$ cat config.mk
export PLATFORM = sky130hd
export DESIGN_NAME = sum_fact_driver
export DESIGN_NICKNAME = d
export VERILOG_FILES = /design/src/rtl/sum_fact_pkg.sv /design/src/rtl/sum_fact_watchdog.sv /design/src/rtl/sum_fact_driver.sv
export SDC_FILE = /design/constraint.sdc
export NUM_CORES = 1
export LEC_CHECK = 0
export BUFFER_PORTS_ARGS = -buffer_cell sky130_fd_sc_hd__buf_2
export CAP_MARGIN = 30
export CORE_UTILIZATION = 50
export CTS_BUF_LIST = sky130_fd_sc_hd__clkbuf_4 sky130_fd_sc_hd__clkbuf_8
export CTS_CLUSTER_DIAMETER = 40
export CTS_CLUSTER_SIZE = 16
export DETAILED_ROUTE_END_ITERATION = 10
export GPL_TIMING_DRIVEN = 1
export PLACE_DENSITY = 0.81
export SYNTH_ARGS = -nofsm -noshare
export SYNTH_HDL_FRONTEND = slang
export SYNTH_SLANG_ARGS = --single-unit
$ cat constraint.sdc
create_clock -name clk -period 1.8 [get_ports clk]
set_input_delay 0.36 -clock clk [delete_from_list [all_inputs] [get_ports clk]]
set_output_delay 0.36 -clock clk [all_outputs]
set_load 0.01 [all_outputs]
$ cat src/rtl/sum_fact_pkg.sv
// -----------------------------------------------------------------------------
// sum_fact_pkg
// Shared widths, state encoding and small helpers for the sum-of-factorial
// request driver (sum_fact_driver) and its watchdog.
// -----------------------------------------------------------------------------
package sum_fact_pkg;

  localparam int N_W   = 3;   // operand width
  localparam int SUM_W = 13;  // result width
  localparam int ERR_W = 4;   // timeout counter width

  localparam logic [N_W-1:0]   N_ZERO  = N_W'(0);
  localparam logic [N_W-1:0]   N_ONE   = N_W'(1);
  localparam logic [N_W-1:0]   N_MAX   = N_W'(7);
  localparam logic [ERR_W-1:0] ERR_ONE = ERR_W'(1);
  localparam logic [ERR_W-1:0] ERR_MAX = ERR_W'(15);

  typedef enum logic [2:0] {
    ST_IDLE    = 3'd0,
    ST_ISSUE   = 3'd1,
    ST_WAIT    = 3'd2,
    ST_ACK     = 3'd3,
    ST_RELEASE = 3'd4
  } state_t;

  // Operand 0 never terminates in the responder, so it is promoted to 1.
  function automatic logic [N_W-1:0] clamp_first(input logic [N_W-1:0] n);
    return (n == N_ZERO) ? N_ONE : n;
  endfunction

  // Saturating increment for the per-sweep timeout counter.
  function automatic logic [ERR_W-1:0] err_inc(input logic [ERR_W-1:0] e);
    return (e == ERR_MAX) ? e : (e + ERR_ONE);
  endfunction

endpackage

$ cat src/rtl/sum_fact_watchdog.sv
// -----------------------------------------------------------------------------
// sum_fact_watchdog
// Counts enabled cycles since the last clear. 'expired' is high during the
// TIMEOUT-th enabled cycle after a clear, so a wait that is enabled from its
// first cycle lasts exactly TIMEOUT cycles before it is declared hung.
// Ports:
//   clk, reset  : clock, synchronous active-high reset
//   clear       : restart the count at zero
//   enable      : count this cycle
//   expired     : the current enabled cycle is the TIMEOUT-th one
// -----------------------------------------------------------------------------
module sum_fact_watchdog #(
  parameter int TIMEOUT = 31
) (
  input  logic clk,
  input  logic reset,
  input  logic clear,
  input  logic enable,
  output logic expired
);

  localparam logic [7:0] LIMIT = 8'(TIMEOUT - 1);

  logic [7:0] count_r;

  // Cycle counter, saturating at its maximum so it can never wrap back to LIMIT.
  always_ff @(posedge clk) begin
    if (reset) begin
      count_r <= 8'd0;
    end else if (clear) begin
      count_r <= 8'd0;
    end else if (enable && (count_r != 8'hFF)) begin
      count_r <= count_r + 8'd1;
    end else begin
      count_r <= count_r;
    end
  end

  assign expired = enable && (count_r == LIMIT);

endmodule

$ cat src/rtl/sum_fact_driver.sv
// -----------------------------------------------------------------------------
// sum_fact_driver
// Initiator for a sum_fact_N-style responder. Sweeps operands n_first..n_last,
// issuing one single-cycle request per operand, acknowledging each response
// and reporting it on a registered result port. A watchdog turns a hung
// request into a timeout result and pulses peer_clear at the responder.
// Ports:
//   clk, reset            : clock, synchronous active-high reset
//   start, n_first, n_last: sweep request, sampled only when idle
//   req_n, req_valid      : operand and strobe to the responder
//   rsp_sum, rsp_valid    : responder result and valid
//   rsp_ack               : responder acknowledge
//   peer_clear            : one-cycle responder clear after a timeout
//   res_n, res_sum        : reported operand/result (held until next report)
//   res_valid, res_timeout: report strobe and its timeout qualifier
//   err_count             : timeouts this sweep, saturating
//   busy, done            : sweep in progress / completion pulse
// -----------------------------------------------------------------------------
module sum_fact_driver
  import sum_fact_pkg::*;
#(
  parameter int TIMEOUT = 31
) (
  input  logic             clk,
  input  logic             reset,
  input  logic             start,
  input  logic [N_W-1:0]   n_first,
  input  logic [N_W-1:0]   n_last,
  output logic [N_W-1:0]   req_n,
  output logic             req_valid,
  input  logic [SUM_W-1:0] rsp_sum,
  input  logic             rsp_valid,
  output logic             rsp_ack,
  output logic             peer_clear,
  output logic [N_W-1:0]   res_n,
  output logic [SUM_W-1:0] res_sum,
  output logic             res_valid,
  output logic             res_timeout,
  output logic [ERR_W-1:0] err_count,
  output logic             busy,
  output logic             done
);

  state_t             state_r, state_s;
  logic [N_W-1:0]     cur_n_r, cur_n_s;
  logic [N_W-1:0]     last_n_r, last_n_s;
  logic [N_W-1:0]     first_s;
  logic [N_W-1:0]     req_n_r;
  logic               req_valid_r, rsp_ack_r, peer_clear_r;
  logic               peer_clear_s;
  logic [N_W-1:0]     res_n_r, res_n_s;
  logic [SUM_W-1:0]   res_sum_r, res_sum_s;
  logic               res_valid_r, res_valid_s;
  logic               res_timeout_r, res_timeout_s;
  logic [ERR_W-1:0]   err_count_r, err_count_s;
  logic               busy_r, done_r, done_s;
  logic               wd_clear_s, wd_enable_s, wd_expired_s;

  assign first_s     = clamp_first(n_first);
  assign wd_clear_s  = (state_r == ST_ISSUE);
  assign wd_enable_s = (state_r == ST_WAIT);

  sum_fact_watchdog #(
    .TIMEOUT (TIMEOUT)
  ) u_watchdog (
    .clk     (clk),
    .reset   (reset),
    .clear   (wd_clear_s),
    .enable  (wd_enable_s),
    .expired (wd_expired_s)
  );

  // Next-state and next-register values for the sweep FSM.
  always_comb begin
    state_s       = state_r;
    cur_n_s       = cur_n_r;
    last_n_s      = last_n_r;
    res_n_s       = res_n_r;
    res_sum_s     = res_sum_r;
    res_valid_s   = 1'b0;
    res_timeout_s = 1'b0;
    peer_clear_s  = 1'b0;
    err_count_s   = err_count_r;
    done_s        = 1'b0;
    case (state_r)
      ST_IDLE: begin
        if (start) begin
          state_s     = ST_ISSUE;
          cur_n_s     = first_s;
          // A reversed range degenerates to a single request for first.
          last_n_s    = (n_last < first_s) ? first_s : n_last;
          err_count_s = '0;
        end else begin
          state_s = ST_IDLE;
        end
      end
      ST_ISSUE: begin
        state_s = ST_WAIT;
      end
      ST_WAIT: begin
        // A response arriving on the expiry cycle still counts as a response.
        if (rsp_valid) begin
          state_s     = ST_ACK;
          res_valid_s = 1'b1;
          res_n_s     = cur_n_r;
          res_sum_s   = rsp_sum;
        end else if (wd_expired_s) begin
          state_s       = ST_RELEASE;
          res_valid_s   = 1'b1;
          res_timeout_s = 1'b1;
          res_n_s       = cur_n_r;
          res_sum_s     = '0;
          peer_clear_s  = 1'b1;
          err_count_s   = err_inc(err_count_r);
        end else begin
          state_s = ST_WAIT;
        end
      end
      ST_ACK: begin
        state_s = ST_RELEASE;
      end
      ST_RELEASE: begin
        if (!rsp_valid) begin
          // The N_MAX guard keeps cur_n from ever wrapping to 0.
          if ((cur_n_r == last_n_r) || (cur_n_r == N_MAX)) begin
            state_s = ST_IDLE;
            done_s  = 1'b1;
          end else begin
            state_s = ST_ISSUE;
            cur_n_s = cur_n_r + N_ONE;
          end
        end else begin
          state_s = ST_RELEASE;
        end
      end
      default: begin
        state_s = ST_IDLE;
      end
    endcase
  end

  // State, range and result registers; strobes are decoded from the next state
  // so every output is a flop.
  always_ff @(posedge clk) begin
    if (reset) begin
      state_r       <= ST_IDLE;
      cur_n_r       <= '0;
      last_n_r      <= '0;
      req_n_r       <= '0;
      req_valid_r   <= 1'b0;
      rsp_ack_r     <= 1'b0;
      peer_clear_r  <= 1'b0;
      res_n_r       <= '0;
      res_sum_r     <= '0;
      res_valid_r   <= 1'b0;
      res_timeout_r <= 1'b0;
      err_count_r   <= '0;
      busy_r        <= 1'b0;
      done_r        <= 1'b0;
    end else begin
      state_r       <= state_s;
      cur_n_r       <= cur_n_s;
      last_n_r      <= last_n_s;
      req_n_r       <= (state_s == ST_ISSUE) ? cur_n_s : req_n_r;
      req_valid_r   <= (state_s == ST_ISSUE);
      rsp_ack_r     <= (state_s == ST_ACK);
      peer_clear_r  <= peer_clear_s;
      res_n_r       <= res_n_s;
      res_sum_r     <= res_sum_s;
      res_valid_r   <= res_valid_s;
      res_timeout_r <= res_timeout_s;
      err_count_r   <= err_count_s;
      busy_r        <= (state_s != ST_IDLE);
      done_r        <= done_s;
    end
  end

  assign req_n       = req_n_r;
  assign req_valid   = req_valid_r;
  assign rsp_ack     = rsp_ack_r;
  assign peer_clear  = peer_clear_r;
  assign res_n       = res_n_r;
  assign res_sum     = res_sum_r;
  assign res_valid   = res_valid_r;
  assign res_timeout = res_timeout_r;
  assign err_count   = err_count_r;
  assign busy        = busy_r;
  assign done        = done_r;

endmodule

== Yosys cells after proc, flatten, opt, wreduce, memory -nomap -nowiden ==
Cells that the tools add are included.

* Register bits: 46
* Latch bits: 0
* RAM bits: 0
* Memory bits (read-only): 0
* Output and inout port bits: 30
* Logic and storage cells: 74
* Memories kept: 0

* Add/sub/neg operators: 3
* Multipliers: 0
* Div/mod/pow operators: 0
* Magnitude comparators: 1
* Equal/unequal tests: 15
* Shifts and indexed selects: 0
* Muxes and demuxes: 24
* Bitwise operators: 2
* Reductions and logical operators: 15

{| class="wikitable"
|+ Operators by type and width
! operator !! number
|-
| 3-bit two-way mux || 10
|-
| 13-bit two-way mux || 2
|-
| 4-bit two-way mux || 4
|-
| 3-bit case mux with 5 select lines || 1
|-
| 3-bit by 2-bit == test with 1-bit output (second input constant) || 3
|-
| 8-bit by 1-bit adder with 8-bit output (second input constant) || 1
|-
| 8-bit by 5-bit == test with 1-bit output (second input constant) || 1
|-
| 2-bit inequality test (second input constant) || 4
|-
| 8-bit inequality test (second input constant) || 1
|-
| 4-bit case mux with 2 select lines || 1
|-
| 3-bit by 1-bit == test with 1-bit output (second input constant) || 2
|-
| 3-bit == test (second input constant) || 2
|-
| 3-bit zero test || 2
|-
| 3-bit case mux with 2 select lines || 1
|-
| 3-bit OR reduction || 2
|-
| 1-bit two-way mux || 5
|-
| 5-bit AND reduction || 1
|-
| 4-bit by 1-bit adder with 4-bit output (second input constant) || 1
|-
| 4-bit == test (second input constant) || 1
|-
| 2-bit AND reduction || 2
|-
| 2-bit nonzero test || 2
|-
| 2-bit OR reduction || 2
|-
| 3-bit by 1-bit adder with 3-bit output (second input constant) || 1
|-
| 3-bit == test || 1
|-
| other kinds (5) || 7
|}

== Logic depth before layout (Yosys ltp) ==
Gate-level depths: netlist (run 1).

* Depth after elaboration: 6
* Depth in mapped cells: 9
* Gate-level depth less buffers: 7

== By module ==
A second synthesis (run 1) with hierarchy kept.

* Cells, all modules: 232
* Area total of the unflattened synthesis: 2144.6 um2

{| class="wikitable"
|+ Modules (own cells, without submodules)
! module !! instances !! cells an instance !! area each (um2) !! seq. area each (um2)
|-
| sum_fact_driver || 1 || 177 || 1700.4 || 760.7
|-
| sum_fact_watchdog || 1 || 55 || 444.2 || 160.2
|}

== Worst setup path after synthesis (run 1) ==
No wires, ideal clock.

* Path kind: register to register
* Start: register cur_n_r[0]
* End: register req_n_r[0], in the netlist req_n[0]
* Library setup time: 121 ps
* Arrival: 1641 ps
* Setup slack: 38 ps
* Cell stages (with the launch flop): 8
* Path buffers: 0
* Clock period less this slack: 1762 ps
* Path through: dfxtp_1 > ha_1 > ha_1 > nor2_1 > o31ai_4 > o21ai_2 > and2_4 > mux2_4

* Longest elaborated chain between the ends: 6
* Elaborated cells on any way between the ends: 12

{| class="wikitable"
|+ RTL lines
! element !! line !! source
|-
| start: declaration || sum_fact_driver.sv:45 || <nowiki>logic [N_W-1:0] cur_n_r, cur_n_s;</nowiki>
|-
| start signal: assignment || sum_fact_driver.sv:162 || <nowiki>cur_n_r <= cur_n_s;</nowiki>
|-
| 3-bit == test || sum_fact_driver.sv:125 || <nowiki>if ((cur_n_r == last_n_r) || (cur_n_r == N_MAX)) begin</nowiki>
|-
| 1-bit logical OR || sum_fact_driver.sv:125 ||
|-
| 1-bit two-way mux || sum_fact_driver.sv:125 ||
|-
| 3-bit two-way mux || sum_fact_driver.sv:123 || <nowiki>if (!rsp_valid) begin</nowiki>
|-
| 3-bit case mux with 5 select lines || sum_fact_driver.sv:85 || <nowiki>case (state_r)</nowiki>
|-
| 3-bit by 1-bit == test with 1-bit output || sum_fact_driver.sv:164 || <nowiki>req_n_r <= (state_s == ST_ISSUE) ? cur_n_s : req_n_r;</nowiki>
|-
| end signal: assignment || sum_fact_driver.sv:164 ||
|-
| end: declaration || sum_fact_driver.sv:48 || <nowiki>logic [N_W-1:0] req_n_r;</nowiki>
|}

Several ways; a longest one is shown, not always the timed one.
A chain may end at the register's enable or synchronous reset.

== Worst setup path in the final report (run 1) ==
* Start: register cur_n_r[0]
* End: register req_n_r[1], in the netlist req_n[1]

Same word-level chain as after synthesis.

==> flow_metrics.py, run 1 <==
metrics = {
    "synth": {
        "ys_types": 48,
        "synth-edff-count": 0,
        "synth_area_um2": 2160,
        "yosysSeqAreaShare": 0.427,
        "synth_async_sr_flop_share": 0,
        "synth_cells": 225,
        "synth_nets": 255,
        "avgSynthCellArea_um2": 9.59,
        "synth-main-ff-cell": "dfxtp_1",
        "synth_warnings": 0,
        "yosys_register_bits": 46,
    },
    "clock_tree": {
        "cts_buffer_depth": 2,
        "cts_tree": "done",
        "clock_latency_ns": 0.31,
        "cts_num_sinks": 46,
        "numCtsBuffers": 5,
        "h-tree-depth": 2,
        "clkTransAtPathRegs_ns": 0.09,
        "cts_root_buf": "clkbuf_8",
    },
    "grt": {
        "met2_usage": 0.355,
        "grt_pass1_wl_um": 7230,
        "track_usage": 0.211,
        "use_met3": 0.0625,
        "busiest_layer": "met2",
        "overflow": 0,
        "grt_max_degree": 22,
        "antenna_found_initial": 0,
        "grt_pass1_vias": 1715,
        "use_met1": 0.255,
    },
    "sta": {
        "fmax_ghz": 0.565,
        "final.period_utilization": 0.983,
        "relSlewSlack": 0.678,
        "setup_violations": 0,
        "setup_slack_ns": 0.0313,
        "slew_viol_final": 0,
        "worst_pin_slew_ns": 0.482,
        "rsz0062_at_grt": "true",
        "min_period_ns": 1.77,
        "hold_viol_final": 0,
        "skew_ns": 0.00880,
    },
    "min_path": {
        "holdCritPathClass": "primary input to register",
    },
    "route": {
        "via_per_inst": 5.37,
        "drc": 0,
        "drt-initial-drc-count": 97,
        "wirelength_um": 4560,
        "drt_first_pass_iters": 4,
        "ant_nets": 0,
        "vias": 1820,
        "wl_per_cell_um": 13.4,
    },
    "pwr": {
        "power_mw": 2.47,
        "p_leak_nw": 1.23,
        "power_density_nw_per_um2": 900,
        "ir_drop_mv": 0.602,
    },
    "flow_run": {
        "cap_violations": 0,
    },
    "setup_path": {
        "crit_path_max_fanout": 6,
        "required_ns": 1.99,
        "end_kind": "register",
        "startpoint_type": "register",
        "path_class": "register to register",
        "cp_data_arrival_time_ns": 1.96,
    },
    "floorplanning": {
        "initial_core_util": 0.528,
        "core.rowCount": 23,
        "die_w_um": 67.7,
        "placeableCoreArea_um2": 4090,
        "die_y_um": 67.7,
        "die-area_um2": 4580,
        "io_pins": 53,
    },
    "place": {
        "dp_hpwl_um": 3330,
        "gp_congestion": 0.850,
        "portBuffers": 52,
        "dp_slack_ns": -0.0659,
    },
    "status": {
        "status": "finished clean",
    },
    "cells_and_area": {
        "drive_gt1_frac": 0.370,
        "n_fill_cell": 330,
        "layout.nets": 318,
        "antenna_cells": 0,
        "area_growth_pct": 27.2,
        "seqCellArea_um2": 926,
        "multi_input_area_um2": 1190,
    },
}
-- worst paths after layout --
kind	cells after the start	endpoint	start	slack [ns]
hold / removal	3	res_sum[2]	rsp_sum[2]	0.28
hold reg to reg	2	res_sum[12]	res_sum[12]	0.50
setup reg to reg	6	req_n[1]	cur_n_r[0]	0.03
setup / recovery	6	req_n[1]	cur_n_r[0]	0.03
-- placed cells by master, fill, tap and decap left out, drive strengths merged, types with 7 or more instances in the layout --
cell    instances
a22oi          14
nor2           38
dfxtp          46
a21oi          10
nand2           7
buf            70
nor3            7
xor2            7
a211oi          7
ha              7
-- layout make-up --
cell class	instances	share of cell area
Clock inverter	3	0.0251
Inverter	4	0.00547
Multi-Input combinational cell	161	0.435
Tap cell	50	0.0228
Sequential cell	46	0.337
Clock buffer	5	0.0251
Timing Repair Buffer	70	0.150
-- state kept, by name, summed over array words and instances, names as in the netlist --
register and flops:
busy 1, cur_n_r 3, done 1, err_count 4, last_n_r 3, req_n 3, req_valid 1, res_n 3
res_sum 13, res_timeout 1, res_valid 1, rsp_ack 1, state_r 3, u_watchdog.count_r 8
-- cells in the mapped netlist (all sizes together) (3+ instances only) --
cell type,n,area [µm²]
a211oi,7,62.6
a21oi,10,57.6
a22oi,14,105
a31oi,3,18.8
buf,10,63.8
clkbuf,4,15.0
dfxtp,46,921
ha,7,87.6
inv,4,15.0
mux2,3,45.0
mux2i,6,60.1
nand2,7,26.3
nand3,5,25.0
nand4,3,18.8
nor2,38,143
nor2b,5,31.3
nor3,7,55.1
nor3b,5,65.1
o21ai,6,33.8
xnor2,5,43.8
xor2,7,61.3
-- routing by layer --
metal	up-vias	share of wire	wire (µm)
met2	47	0.49	2220
met5	-	0	0
met4	0	0.012	53
li1	921	-	-
met1	846	0.45	2070
met3	6	0.046	209
-- power by group --
group	internal, mW	switching [mW]	total [mW]
Sequential	1.07	0.0434	1.11
Clock	0.556	0.367	0.923
Combinational	0.212	0.228	0.439
Total	1.83	0.638	2.47
-- kinds of logic (layout without fill, tap and decap cells) --
family,after synthesis,after routing,share of synthesized area
AND/OR/NAND/NOR,85,85,0.226
AO/OA/AOI/OAI,48,48,0.166
flip-flops,46,46,0.427
buffers and inverters,18,82,0.0435
XOR/XNOR,12,12,0.0487
multiplexers,9,9,0.0487
adder cells (fa/ha/maj),7,7,0.0406
-- metrics by stage --
step | TNS, ns | utilization | hold slack, ns | instances | cell area (µm²)
finish | 0 | 0.672 | 0.277 | 339 | 2750
CTS | 0 | 0.657 | 0.271 | 338 | 2680
global placement | 0 | 0.622 | 0.482 | 330 | 2540
floorplan | 0 | - | 0.489 | 225 | 2160
detailed placement | -0.107 | 0.622 | 0.491 | 330 | 2540
global route | -0.0490 | 0.672 | 0.279 | 339 | 2750
-- critical path: stages, from the launching register on --
cell and delay, ns:
dfxtp_2 0.33, buf_6 0.13, xor2_4 0.18, o31ai_4 0.43
mux2_4 0.36, a21oi_4 0.15, a211oi_2 0.08
-- what timing repair did --
item	CTS	global route
hold buffers	0	0
setup endpoints to repair	4	16
pin swaps	1	7
buffers inserted	0	1
gates resized for setup	2	12
(Power assumes the default switching activity.)
==> run 2: changes to the inputs <==
--- a/config.mk
+++ b/config.mk
@@ -5,15 +5,16 @@
 export SDC_FILE = /design/constraint.sdc
 export NUM_CORES = 1
 export LEC_CHECK = 0
-export BUFFER_PORTS_ARGS = -buffer_cell sky130_fd_sc_hd__buf_2
 export CAP_MARGIN = 30
 export CORE_UTILIZATION = 50
 export CTS_BUF_LIST = sky130_fd_sc_hd__clkbuf_4 sky130_fd_sc_hd__clkbuf_8
 export CTS_CLUSTER_DIAMETER = 40
 export CTS_CLUSTER_SIZE = 16
 export DETAILED_ROUTE_END_ITERATION = 10
+export DONT_BUFFER_PORTS = 1
 export GPL_TIMING_DRIVEN = 1
-export PLACE_DENSITY = 0.81
+export PLACE_DENSITY = 0.7
 export SYNTH_ARGS = -nofsm -noshare
 export SYNTH_HDL_FRONTEND = slang
+export SYNTH_HIERARCHICAL = 1
 export SYNTH_SLANG_ARGS = --single-unit
==> run 2 against run 1 <==
Net effect:
- the flow now finishes with violations (negative setup slack)
- non-clock buffer count is 41 lower
- largest cell class unchanged
- highest routed layer unchanged
- synthesized cell count rose by 3.1%
- critical path depth is 2 higher
==> flow_metrics.py, run 2 <==
metrics = {
    "grt": {
        "grt_max_degree": 43,
        "antenna_found_initial": 0,
        "overflow": 0,
        "grt_pass1_wl_um": 7010,
        "grt_pass1_vias": 1593,
        "track_usage": 0.208,
    },
    "route": {
        "wl_per_cell_um": 15.4,
        "via_per_inst": 5.73,
        "drc": 0,
        "drt-initial-drc-count": 123,
        "vias": 1758,
        "wirelength_um": 4710,
        "ant_nets": 0,
        "drt_first_pass_iters": 4,
    },
    "flow_run": {
        "cap_violations": 0,
    },
    "synth": {
        "synthTopCellsByArea": "dfxtp_1 43%, nor2_1 6.3%, a22oi_1 4.9%, mux2i_1 4.2%, ha_1 4.1%",
        "yosys_register_bits": 46,
        "yosysSeqAreaShare": 0.429,
        "synth_warnings": 6,
        "synth-main-ff-cell": "dfxtp_1",
        "synth_nets": 262,
        "synth_cells": 232,
        "synth_area_um2": 2140,
        "yosysMostFrequentCell": "dfxtp_1",
        "synth_top_area_cell": "dfxtp_1",
        "ys_types": 53,
        "avgSynthCellArea_um2": 9.24,
        "synth_common_cells": "46 x dfxtp_1, 36 x nor2_1, 14 x a22oi_1",
        "synth-edff-count": 0,
        "synth_async_sr_flop_share": 0,
        "netlist.area_leader.share": 0.429,
    },
    "clock_tree": {
        "cts_hold_buffers": 0,
        "cts_buffer_depth": 2,
        "numCtsBuffers": 5,
        "h-tree-depth": 2,
        "clkTransAtPathRegs_ns": 0.09,
        "cts_root_buf": "clkbuf_8",
        "cts_tree": "done",
        "clock_latency_ns": 0.31,
        "cts_num_sinks": 46,
    },
    "status": {
        "status": "finished, violations left",
        "violations": "negative setup slack",
    },
    "sta": {
        "hold_viol_final": 0,
        "rsz0062_at_grt": "true",
        "skew_ns": 0.0102,
        "relSlewSlack": 0.725,
        "setup_slack_ns": -0.183,
        "fmax_ghz": 0.504,
        "min_period_ns": 1.98,
        "setup_violations": 2,
        "slew_viol_final": 0,
        "final.period_utilization": 1.10,
        "worst_pin_slew_ns": 0.407,
    },
    "setup_path": {
        "r2r_setup_slack_ns": -0.18,
        "end_kind": "register",
        "cp_data_arrival_time_ns": 2.18,
        "crit_path_max_fanout": 4,
        "cp_top_family": "simple AND/OR/NAND/NOR gates",
        "path_class": "register to register",
        "critPathMaxStageDelay_ns": 0.41,
        "cp_cell_sequence": "or3b_4 -> clkinv_4 -> nand3_4 -> nor3_4 -> a21oi_2 -> mux2i_1 -> nor3_1 -> or3_1",
        "cp_slowest_cell": "or3b_4",
        "startpoint_type": "register",
        "required_ns": 1.99,
        "critical_path_buf_inv_count": 1,
    },
    "cells_and_area": {
        "drive_gt1_frac": 0.292,
        "n_fill_cell": 316,
        "antenna_cells": 0,
        "largest_register_ff_count": 13,
        "seqCellArea_um2": 928,
        "multi_input_area_um2": 1280,
        "layout.nets": 286,
        "area_growth_pct": 23.2,
        "mostFrequentLayoutCells": "42 x dfxtp_1, 33 x nor2_1, 29 x buf_4",
        "final_common_cell": "dfxtp_1",
        "final_cells": 307,
        "final_core_util": 0.651,
    },
    "floorplanning": {
        "placeableCoreArea_um2": 4060,
        "io_pins": 53,
        "die_w_um": 67.5,
        "initial_core_util": 0.529,
        "die-area_um2": 4550,
        "die_y_um": 67.5,
        "core.rowCount": 23,
    },
    "pwr": {
        "ir_drop_mv": 0.490,
        "power_density_nw_per_um2": 861,
        "p_leak_nw": 1.03,
    },
    "place": {
        "gp_congestion": 0.794,
        "portBuffers": 0,
        "dp_hpwl_um": 3170,
        "placed_cells": 292,
    },
    "min_path": {
        "holdCritPathClass": "primary input to register",
    },
}
## run 2: what timing repair did
action	in CTS	in global routing
setup buffers	1	5
endpoints found under the setup margin	11	26
pin swaps	4	11
cloned	0	1
resized for setup	6	21
## run 2: power by group
part	internal (mW)	switching, mW
registers	1.06	0.0426
logic	0.186	0.195
clock network	0.416	0.371
## run 2: cell type report
| cell class | instances | share of cell area |
|---|---|---|
| clock inverters | 3 | 0.0166 |
| inverters | 9 | 0.0147 |
| multi-input cells | 165 | 0.485 |
| repair buffers | 29 | 0.0824 |
| flip-flops and latches | 46 | 0.351 |
| well taps | 50 | 0.0237 |
| clock buffers | 5 | 0.0260 |
## run 2: worst paths after layout
kind / startpoint / cells past startpoint / end
setup / recovery: state_r[0] / 8 / busy
hold / removal: reset / 1 / cur_n_r[0]
setup reg to reg: state_r[0] / 8 / busy
hold reg to reg: u_watchdog/count_r[4] / 2 / u_watchdog/count_r[4]
## run 2: cells by family after synthesis
group                    count (synthesis)  synth area share
AO/OA/AOI/OAI                           54             0.190
XOR/XNOR                                 6            0.0245
adder cells (fa/ha/maj)                  7            0.0408
buffers and inverters                   22            0.0484
flip-flops                              46             0.429
multiplexers                             9            0.0420
AND/OR/NAND/NOR                         88             0.225
## run 2: through the flow
step	instance area [µm²]	power, mW	setup TNS, ns	worst slack, ns	hold slack [ns]
detailed placement	2340	1.44	-0.622	-0.152	0.436
global placement	2340	1.43	-0.331	-0.0817	0.436
floorplan	2180	1.37	-2.84	-0.301	0.432
finish	2640	2.27	-0.207	-0.183	0.104
global route	2640	2.37	-1.71	-0.280	0.0885
CTS	2480	2.23	-0.125	-0.110	0.103
## run 2: routing by layer
| layer | track usage | vias to the layer above | routed length [µm] |
|---|---|---|---|
| li1 | - | 884 | - |
| met2 | 0.345 | 34 | 2410 |
| met4 | 0.0878 | 0 | 69 |
| met1 | 0.249 | 834 | 2050 |
| met5 | 0 | - | 0 |
| met3 | 0.0574 | 6 | 185 |
==> run 3: changes to the inputs <==
--- a/config.mk
+++ b/config.mk
@@ -6,6 +6,7 @@
 export NUM_CORES = 1
 export LEC_CHECK = 0
 export CAP_MARGIN = 30
+export CORE_MARGIN = 1
 export CORE_UTILIZATION = 50
 export CTS_BUF_LIST = sky130_fd_sc_hd__clkbuf_4 sky130_fd_sc_hd__clkbuf_8
 export CTS_CLUSTER_DIAMETER = 40
@@ -14,6 +15,7 @@
 export DONT_BUFFER_PORTS = 1
 export GPL_TIMING_DRIVEN = 1
 export PLACE_DENSITY = 0.7
+export SETUP_SLACK_MARGIN = 0.5
 export SYNTH_ARGS = -nofsm -noshare
 export SYNTH_HDL_FRONTEND = slang
 export SYNTH_HIERARCHICAL = 1
==> run 3 against run 2 <==
Net effect:
- the flow still finishes with violations (negative setup slack)
- largest power group unchanged
- worst setup slack improved by 0.12 ns
- highest routed layer unchanged
- largest cell class unchanged
- first-iteration DRC count down 23%
- utilization rose by 3.6 points
==> flow_metrics.py, run 3 (synthesis gave the netlist of run 2 again) <==
metrics = {
    "clock_tree": {
        "cts_buffer_depth": 2,
        "h-tree-depth": 2,
        "cts_tree": "done",
        "cts_num_sinks": 46,
        "numCtsBuffers": 5,
        "clkTransAtPathRegs_ns": 0.08,
        "cts_root_buf": "clkbuf_8",
        "clock_latency_ns": 0.30,
    },
    "place": {
        "dp_slack_ns": -0.121,
        "gp_congestion": 0.824,
        "placed_cells": 288,
        "dp_hpwl_um": 3160,
        "dpl_cell_area_um2": 2390,
        "portBuffers": 0,
    },
    "sta": {
        "setup_slack_ns": -0.0649,
        "final.period_utilization": 1.04,
        "skew_ns": 0.00686,
        "min_period_ns": 1.86,
        "fmax_ghz": 0.536,
        "setup_tns_ns": -0.114,
        "rsz0062_at_grt": "true",
        "holdWs_ns": 0.125,
        "worst_pin_slew_ns": 0.372,
        "hold_viol_final": 0,
        "relSlewSlack": 0.752,
        "setup_violations": 3,
        "slew_viol_final": 0,
    },
    "setup_path": {
        "startpoint_type": "register",
        "crit_path_max_fanout": 4,
        "end_kind": "register",
        "required_ns": 1.98,
        "path_class": "register to register",
        "cp_data_arrival_time_ns": 2.05,
        "rr_worst_depth": 8,
    },
    "pwr": {
        "switchingPower_uw": 620,
        "combinationalPowerShare": 0.195,
        "power_mw": 2.17,
        "power_density_nw_per_um2": 778,
        "seqPwrFrac": 0.514,
        "p_clk_frac": 0.291,
        "p_leak_nw": 1.05,
        "intPower_mw": 1.55,
        "ir_drop_mv": 0.398,
        "netSwitchingFraction": 0.286,
    },
    "cells_and_area": {
        "antenna_cells": 0,
        "final_core_util": 0.687,
        "layout.nets": 290,
        "largest_register_ff_count": 13,
        "final_cells": 311,
        "stdcell_area_um2": 2790,
        "area_growth_pct": 30.0,
        "drive_gt1_frac": 0.368,
        "mostFrequentLayoutCells": "39 x dfxtp_1, 32 x nor2_1, 27 x buf_4",
        "final_common_cell": "dfxtp_1",
        "n_fill_cell": 298,
    },
    "route": {
        "drt_first_pass_iters": 4,
        "wl_per_cell_um": 15.3,
        "vias": 1781,
        "drt-initial-drc-count": 95,
        "wirelength_um": 4750,
        "via_per_inst": 5.73,
        "drc": 0,
        "ant_nets": 0,
    },
    "grt": {
        "track_usage": 0.216,
        "grt_pass1_wl_um": 7290,
        "grt_pass1_vias": 1630,
        "grt_max_degree": 43,
        "overflow": 0,
        "antenna_found_initial": 0,
    },
    "flow_run": {
        "cap_violations": 0,
    },
    "min_path": {
        "holdCritPathClass": "primary input to register",
        "min_delay_path_depth": 1,
    },
    "floorplanning": {
        "placeableCoreArea_um2": 4060,
        "core.rowCount": 23,
        "initial_core_util": 0.529,
        "die-area_um2": 4550,
        "die_y_um": 67.5,
        "io_pins": 53,
        "die_w_um": 67.5,
    },
    "status": {
        "status": "finished, violations left",
        "violations": "negative setup slack",
    },
}
run 3: area by class of cell:
type | instances | area, µm² | share of cell area
Clock buffer | 5 | 68.8 | 0.0247
Clock inverter | 3 | 21.3 | 0.00763
Inverter | 9 | 38.8 | 0.0139
Multi-Input combinational cell | 165 | 1390 | 0.498
Sequential cell | 46 | 937 | 0.336
Tap cell | 50 | 62.6 | 0.0224
Timing Repair Buffer | 33 | 270 | 0.0969
run 3: worst max-delay path: stages, from the launching register on:
cell and delay [ns]:
dfxtp_2 0.33, or3b_4 0.41, clkinv_4 0.06, nand3_4 0.06, nor3_4 0.20, a21oi_2 0.10, mux2i_1 0.18, nor3_1 0.08
or3_1 0.34
run 3: final timing paths:
path	startpoint	end	slack (ns)
setup reg to reg	state_r[2]	busy	-0.06
hold / removal	reset	rsp_ack	0.12
hold reg to reg	last_n_r[2]	last_n_r[2]	0.51
setup / recovery	state_r[2]	busy	-0.06
run 3: per-layer routing:
| metal | part of all wire | vias up | track usage |
|---|---|---|---|
| li1 | - | 896 | - |
| met1 | 0.43 | 824 | 0.261 |
| met2 | 0.50 | 54 | 0.364 |
| met3 | 0.053 | 7 | 0.0676 |
| met4 | 0.013 | 0 | 0.0665 |
| met5 | 0 | - | 0 |
run 3: timing repair:
action,CTS,global route
setup endpoints to repair,44,45
resized for setup,26,15
pin swaps,21,14
hold endpoints to repair,0,0
cloned,1,0
buffers inserted,9,5
hold buffers,0,0
run 3: power by group through the flow:
stage | sequential (mW) | clock (mW) | combinational [mW]
2_1_floorplan | 1.13 | 0 | 0.257
5_1_grt | 1.12 | 0.691 | 0.461
4_1_cts | 1.11 | 0.646 | 0.371
3_3_place_gp | 1.13 | 0 | 0.305
6_report | 1.12 | 0.632 | 0.422
3_5_place_dp | 1.13 | 0 | 0.311
